`src/rtl/instr_encoder_pkg.sv`:
```
// Shared ISA definitions for the instruction encoder and its decoder counterpart.
// Holds opcode constants, the encoder state type and the word-packing function.
package instr_encoder_pkg;

    localparam int unsigned WORD_W    = 9;
    localparam int unsigned OP_W      = 4;
    localparam int unsigned OPERAND_W = 8;

    localparam logic [OP_W-1:0] OP_DONE      = 4'd13;
    localparam logic [OP_W-1:0] OP_LOOKUP    = 4'd14;
    localparam logic [OP_W-1:0] OP_LOOKUP_BR = 4'd3;
    localparam logic [OP_W-1:0] OP_LOAD      = 4'd11;
    localparam logic [OP_W-1:0] OP_STORE     = 4'd12;
    localparam logic [OP_W-1:0] OP_REGWR     = 4'd9;

    typedef enum logic [1:0] {
        IDLE = 2'd0,
        RUN  = 2'd1,
        DONE = 2'd2
    } enc_state_t;

    typedef struct packed {
        logic                 branch;
        logic [OP_W-1:0]      op;
        logic [OPERAND_W-1:0] operand;
    } instr_fields_t;

    // Branch words carry a full 8-bit target; others keep only operand[3:0].
    function automatic logic [WORD_W-1:0] encode_instr(
        input logic                 branch,
        input logic [OP_W-1:0]      op,
        input logic [OPERAND_W-1:0] operand
    );
        if (branch) begin
            return {1'b1, operand};
        end
        return {1'b0, op, operand[3:0]};
    endfunction

endpackage

```
`src/rtl/instr_encoder.sv`:
```
// Packs instruction field bundles into 9-bit words and streams them into
// instruction memory from address 0 until the done opcode or memory full.
module instr_encoder
    import instr_encoder_pkg::*;
#(
    parameter int unsigned ADDR_W = 10
) (
    input  logic                 Clk,
    input  logic                 Reset_n,
    input  logic                 start,
    input  logic                 in_valid,
    output logic                 in_ready,
    input  logic                 in_branch,
    input  logic [OP_W-1:0]      in_op,
    input  logic [OPERAND_W-1:0] in_operand,
    output logic                 wr_en,
    output logic [ADDR_W-1:0]    wr_addr,
    output logic [WORD_W-1:0]    wr_data,
    output logic [ADDR_W:0]      word_count,
    output logic                 load_done,
    output logic                 err_operand,
    output logic                 err_full
);

    localparam int unsigned       CNT_W     = ADDR_W + 1;
    localparam logic [ADDR_W-1:0] LAST_ADDR = '1;

    enc_state_t          state;
    enc_state_t          state_next;
    logic [ADDR_W-1:0]   ptr;
    logic [ADDR_W-1:0]   ptr_next;
    logic                wr_en_next;
    logic [ADDR_W-1:0]   wr_addr_next;
    logic [WORD_W-1:0]   wr_data_next;
    logic [CNT_W-1:0]    word_count_next;
    logic                err_operand_next;
    logic                err_full_next;

    instr_fields_t fields;
    logic          accept;
    logic          is_done_op;
    logic          at_last;
    logic          restart;

    assign fields     = '{branch: in_branch, op: in_op, operand: in_operand};
    assign in_ready   = (state == RUN);
    assign accept     = in_valid && in_ready;
    assign is_done_op = !fields.branch && (fields.op == OP_DONE);
    assign at_last    = (ptr == LAST_ADDR);
    assign restart    = start && (state != RUN);

    // State and datapath registers.
    always_ff @(posedge Clk or negedge Reset_n) begin
        if (!Reset_n) begin
            state       <= IDLE;
            ptr         <= '0;
            wr_en       <= 1'b0;
            wr_addr     <= '0;
            wr_data     <= '0;
            word_count  <= '0;
            load_done   <= 1'b0;
            err_operand <= 1'b0;
            err_full    <= 1'b0;
        end else begin
            state       <= state_next;
            ptr         <= ptr_next;
            wr_en       <= wr_en_next;
            wr_addr     <= wr_addr_next;
            wr_data     <= wr_data_next;
            word_count  <= word_count_next;
            load_done   <= (state_next == DONE);
            err_operand <= err_operand_next;
            err_full    <= err_full_next;
        end
    end

    // Next-state: a load ends on the done opcode or on the last address.
    always_comb begin
        state_next = state;
        unique case (state)
            IDLE:    if (start) state_next = RUN;
            RUN:     if (accept && (is_done_op || at_last)) state_next = DONE;
            DONE:    if (start) state_next = RUN;
            default: state_next = IDLE;
        endcase
    end

    // Write port, pointer and sticky error next values.
    always_comb begin
        ptr_next         = ptr;
        wr_en_next       = 1'b0;
        wr_addr_next     = wr_addr;
        wr_data_next     = wr_data;
        word_count_next  = word_count;
        err_operand_next = err_operand;
        err_full_next    = err_full;
        if (accept) begin
            wr_en_next      = 1'b1;
            wr_addr_next    = ptr;
            wr_data_next    = encode_instr(fields.branch, fields.op, fields.operand);
            word_count_next = word_count + CNT_W'(1);
            // Pointer saturates at the last word; the load ends there anyway.
            if (!at_last) begin
                ptr_next = ptr + ADDR_W'(1);
            end
            if (!fields.branch && (fields.operand[7:4] != 4'd0)) begin
                err_operand_next = 1'b1;
            end
            if (at_last && !is_done_op) begin
                err_full_next = 1'b1;
            end
        end else if (restart) begin
            ptr_next         = '0;
            word_count_next  = '0;
            err_operand_next = 1'b0;
            err_full_next    = 1'b0;
        end
    end

endmodule

```
`config.mk`:
```
export PLATFORM = sky130hd
export DESIGN_NAME = instr_encoder
export DESIGN_NICKNAME = d
export VERILOG_FILES = /design/src/rtl/instr_encoder_pkg.sv /design/src/rtl/instr_encoder.sv
export SDC_FILE = /design/constraint.sdc
export NUM_CORES = 1
export LEC_CHECK = 0
export CAP_MARGIN = 10
export CORE_UTILIZATION = 38
export DETAILED_ROUTE_END_ITERATION = 16
export PLACE_DENSITY = 0.62
export SLEW_MARGIN = 10
export SYNTH_ARGS = -nofsm -noshare
export SYNTH_HDL_FRONTEND = slang
export SYNTH_SLANG_ARGS = --single-unit
```
`constraint.sdc`:
```
create_clock -name Clk -period 3.7 [get_ports Clk]
set_input_delay 0.37 -clock Clk [delete_from_list [all_inputs] [get_ports Clk]]
set_output_delay 0.37 -clock Clk [all_outputs]
set_load 0.03 [all_outputs]
```
==> key figures <==
Status
  – Status: finished, final reports clean

Synthesis
  – Count leader, synth: nand2_1
  – Combinational family with the most area after synthesis: simple AND/OR/NAND/NOR gates
  – Avg Inst Size Synth: 9.58 sq um
  – Post-synth top area share: 56.1%
  – Synthesis-stage register bit count: 46
  – Post-synth EDFFs: 0
  – Yosys Warn Count: 0
  – Fraction of registers with async set/reset: 100%
  – Compound-Gate Fraction of Synth Area: 10.3%
  – Syn Inst Count: 214
  – Simple-gate area share of the yosys netlist: 24.4%
  – Sequential-to-total area share from yosys stat: 56.1%
  – Ys flop type: dfrtp_1
  – Cell area after synthesis: 0.00205 sq mm
  – Number of library cell types mapped by synthesis: 32
  – Mux contribution to synthesized area: 5.37%
  – Synth area leader: dfrtp_1
  – Synth top cells by count: nand2_1 (68), dfrtp_1 (46), o21ai_0 (16)
  – Largest cells by area after synthesis: dfrtp_1 (56%), nand2_1 (12%), mux2i_1 (5.4%), o21ai_0 (3.9%), nor2_1 (1.6%)
  – Post-Synth XOR/XNOR Area: 0%
  – Synth Area in Adders: 1.22%
  – Synthesized Nets: 233

Critical path
  – Critical Path Sink Type: register
  – Crit Path Max Fanout: 36
  – Startpoint types: input pin
  – Worst R2R Path Depth: 5
  – R2r startpoint: state[0]
  – Reg2Reg Capture Point: word_count[10]
  – Setup Crit Path Kind: input pin to register
  – CP required: 3.89 ns
  – Flop2flop setup slack: 1.70 ns
  – Worst EP arrival: 2.34 ns

Clock network
  – Post-CTS Setup Inserts: 0
  – Clk_lat worst skew: 0.30 ns
  – H-tree depth: 2
  – Clk buf depth: 2
  – Cts hold-fix bufs: 0
  – Root buf cell: clkbuf_8
  – Clock transition at path regs: 0.09 ns
  – CTS-repair resized insts: 0
  – CTS tree: done
  – CTS sink cnt: 46
  – CTS Buf Count: 5

Detailed routing
  – Detailed Route WL: 4.41 mm
  – Residual DRC count: 0
  – First-pass DRT Iterations: 4
  – Final ANT Viol Nets: 0
  – Wl on met1: 2.14 mm
  – Met3 wire length: 179 microns
  – Via density: 4.97
  – Via count: 1,671
  – Wirelength per Cell: 13.1 microns
  – WL met2: 2.03 mm
  – Iter 0 DRT Violations: 93
  – Top routing layer used: met4

STA
  – Final Hold Vio Count: 0
  – Rel. slew slack: 32.4%
  – Pins Over Slew Limit: 0
  – Max Fclk: 0.464 GHz
  – RSZ-0062 raised after global routing: false
  – Min Tclk post-route: 2.16 ns
  – Final period util: 58.3%
  – Worst Tran Pin Value: 1.01 ns
  – # setup viols final: 0
  – Fin Setup TNS: 0 ns
  – Skew final: 0.00486 ns

Power
  – Pleak: 1.27 nW
  – Worst vdd ir: 0.000309 V
  – Power per cell area: 665 mW/mm^2

Die
  – Die Y: 75.5 microns
  – Row count: 26
  – Core footprint: 0.00514 sq mm
  – Initial core utilization: 39.9%
  – IO Count: 52
  – Die Wd: 75.5 microns
  – Total die area: 0.00569 sq mm

Placed design
  – Placed Instances: 328
  – GP Congestion: 0.737
  – Placed Area: 0.00262 sq mm
  – Port bufs: 51
  – Hpwl dp: 3.10 mm

Final layout
  – Layout cells sized above 1: 5.26%
  – Non-filler cells, final: 336
  – Area Overhead vs Synth: 34.4%
  – Final nets: 284
  – Final Instance Area: 0.00276 sq mm
  – N_diodes: 0

Flow run
  – Max-cap viol count: 0

Global routing
  – Vias in the first global route: 1,572
  – Largest net degree at the start of global routing: 47
  – Global-route wire length before repair: 7.53 mm
  – Initial antenna violation count: 0
  – GRT Total Usage: 17.8%
  – Total global routing overflow: 0

Worst hold path
  – Worst Hold Class: input pin to asynchronous set/reset pin
[cell type report]
class	instances	area (sq um)
fillers	515	2380
flip-flops and latches	46	1150
multi-input cells	154	846
repair buffers	51	505
well taps	70	87.6
clock buffers	5	68.8
clock inverters	3	68.8
inverters	7	27.5
[worst max-delay path: stages]
cell	delay, ns
clkdlybuf4s50_1	0.54
nand3b_4	0.34
clkinv_2	0.39
nand4_4	0.18
or3_1	0.39
mux2i_1	0.12
[cells by family (layout without fill, tap and decap cells)]
family,after synthesis,count (layout)
and+or+nand+nor,106,106
adders and majority gates,2,2
DFF,46,46
AOI/OAI and AO/OA,35,35
muxes,11,11
buffers and inverters,14,66
[cells in the final DEF (no fill, tap or decap)]
master and n:
nor3_1 4, and4_1 1, nand2_1 68, clkinv_2 1, nand3b_4 1, nand4_1 5
o211ai_1 2, clkbuf_8 5, clkdlybuf4s50_1 50, and2_1 1, or3_1 2, inv_1 6
clkinv_4 1, o21ai_0 16, ha_1 2, a22o_1 1, nand3_1 6, o31ai_1 3
nor4_1 1, a31o_2 1, o22ai_1 1, nand4_4 1, a21oi_1 5, nand2b_1 1
buf_2 1, and3_1 3, mux2i_1 11, dfrtp_1 46, nor4_2 1, bufinv_16 2
nor2_1 9, a211o_1 1, nand4b_1 2, o41ai_1 1, a31oi_1 3, a211oi_1 1
[worst max-delay path by stage]
stage / start / endpoint / slack [ns] / cells past startpoint
after floorplan: word_count[0] / word_count[10] / 2.09 / 4
after global placement: in_valid / word_count[10] / 1.25 / 6
after detailed placement: in_valid / word_count[10] / 1.20 / 6
after CTS: in_valid / word_count[10] / 1.52 / 6
after global routing: in_valid / word_count[10] / 1.35 / 6
final: in_valid / word_count[10] / 1.54 / 6
[metrics by stage]
step           total power, mW  hold slack, ns  utilization [%]  worst slack, ns
3_5_place_dp              1.41           0.465             50.9             1.20
4_1_cts                   1.86           0.280             53.6             1.52
6_report                  1.83           0.244             53.6             1.54
5_1_grt                   1.95           0.325             53.6             1.35
3_3_place_gp              1.40           0.462             50.9             1.25
2_1_floorplan             1.13          0.0744                -             2.09
[layer usage]
metal	global-route usage (%)	vias up
met5	0	-
met4	5.56	0
met3	3.70	5
met2	28.6	39
met1	24.4	786
li1	-	841
[registers in the layout, summed over array words and instances (netlist names)]
signal / cells
wr_data: 9
word_count: 11
err_full: 1
wr_en: 1
state: 2
ptr: 10
err_operand: 1
load_done: 1
wr_addr: 10
[where the power goes]
group          internal [mW]  total (mW)  switching (mW)
registers              0.620       0.724           0.105
clock network          0.271       0.444           0.174
logic                  0.259       0.664           0.406
No activity file was read; power rests on OpenSTA's default activity.
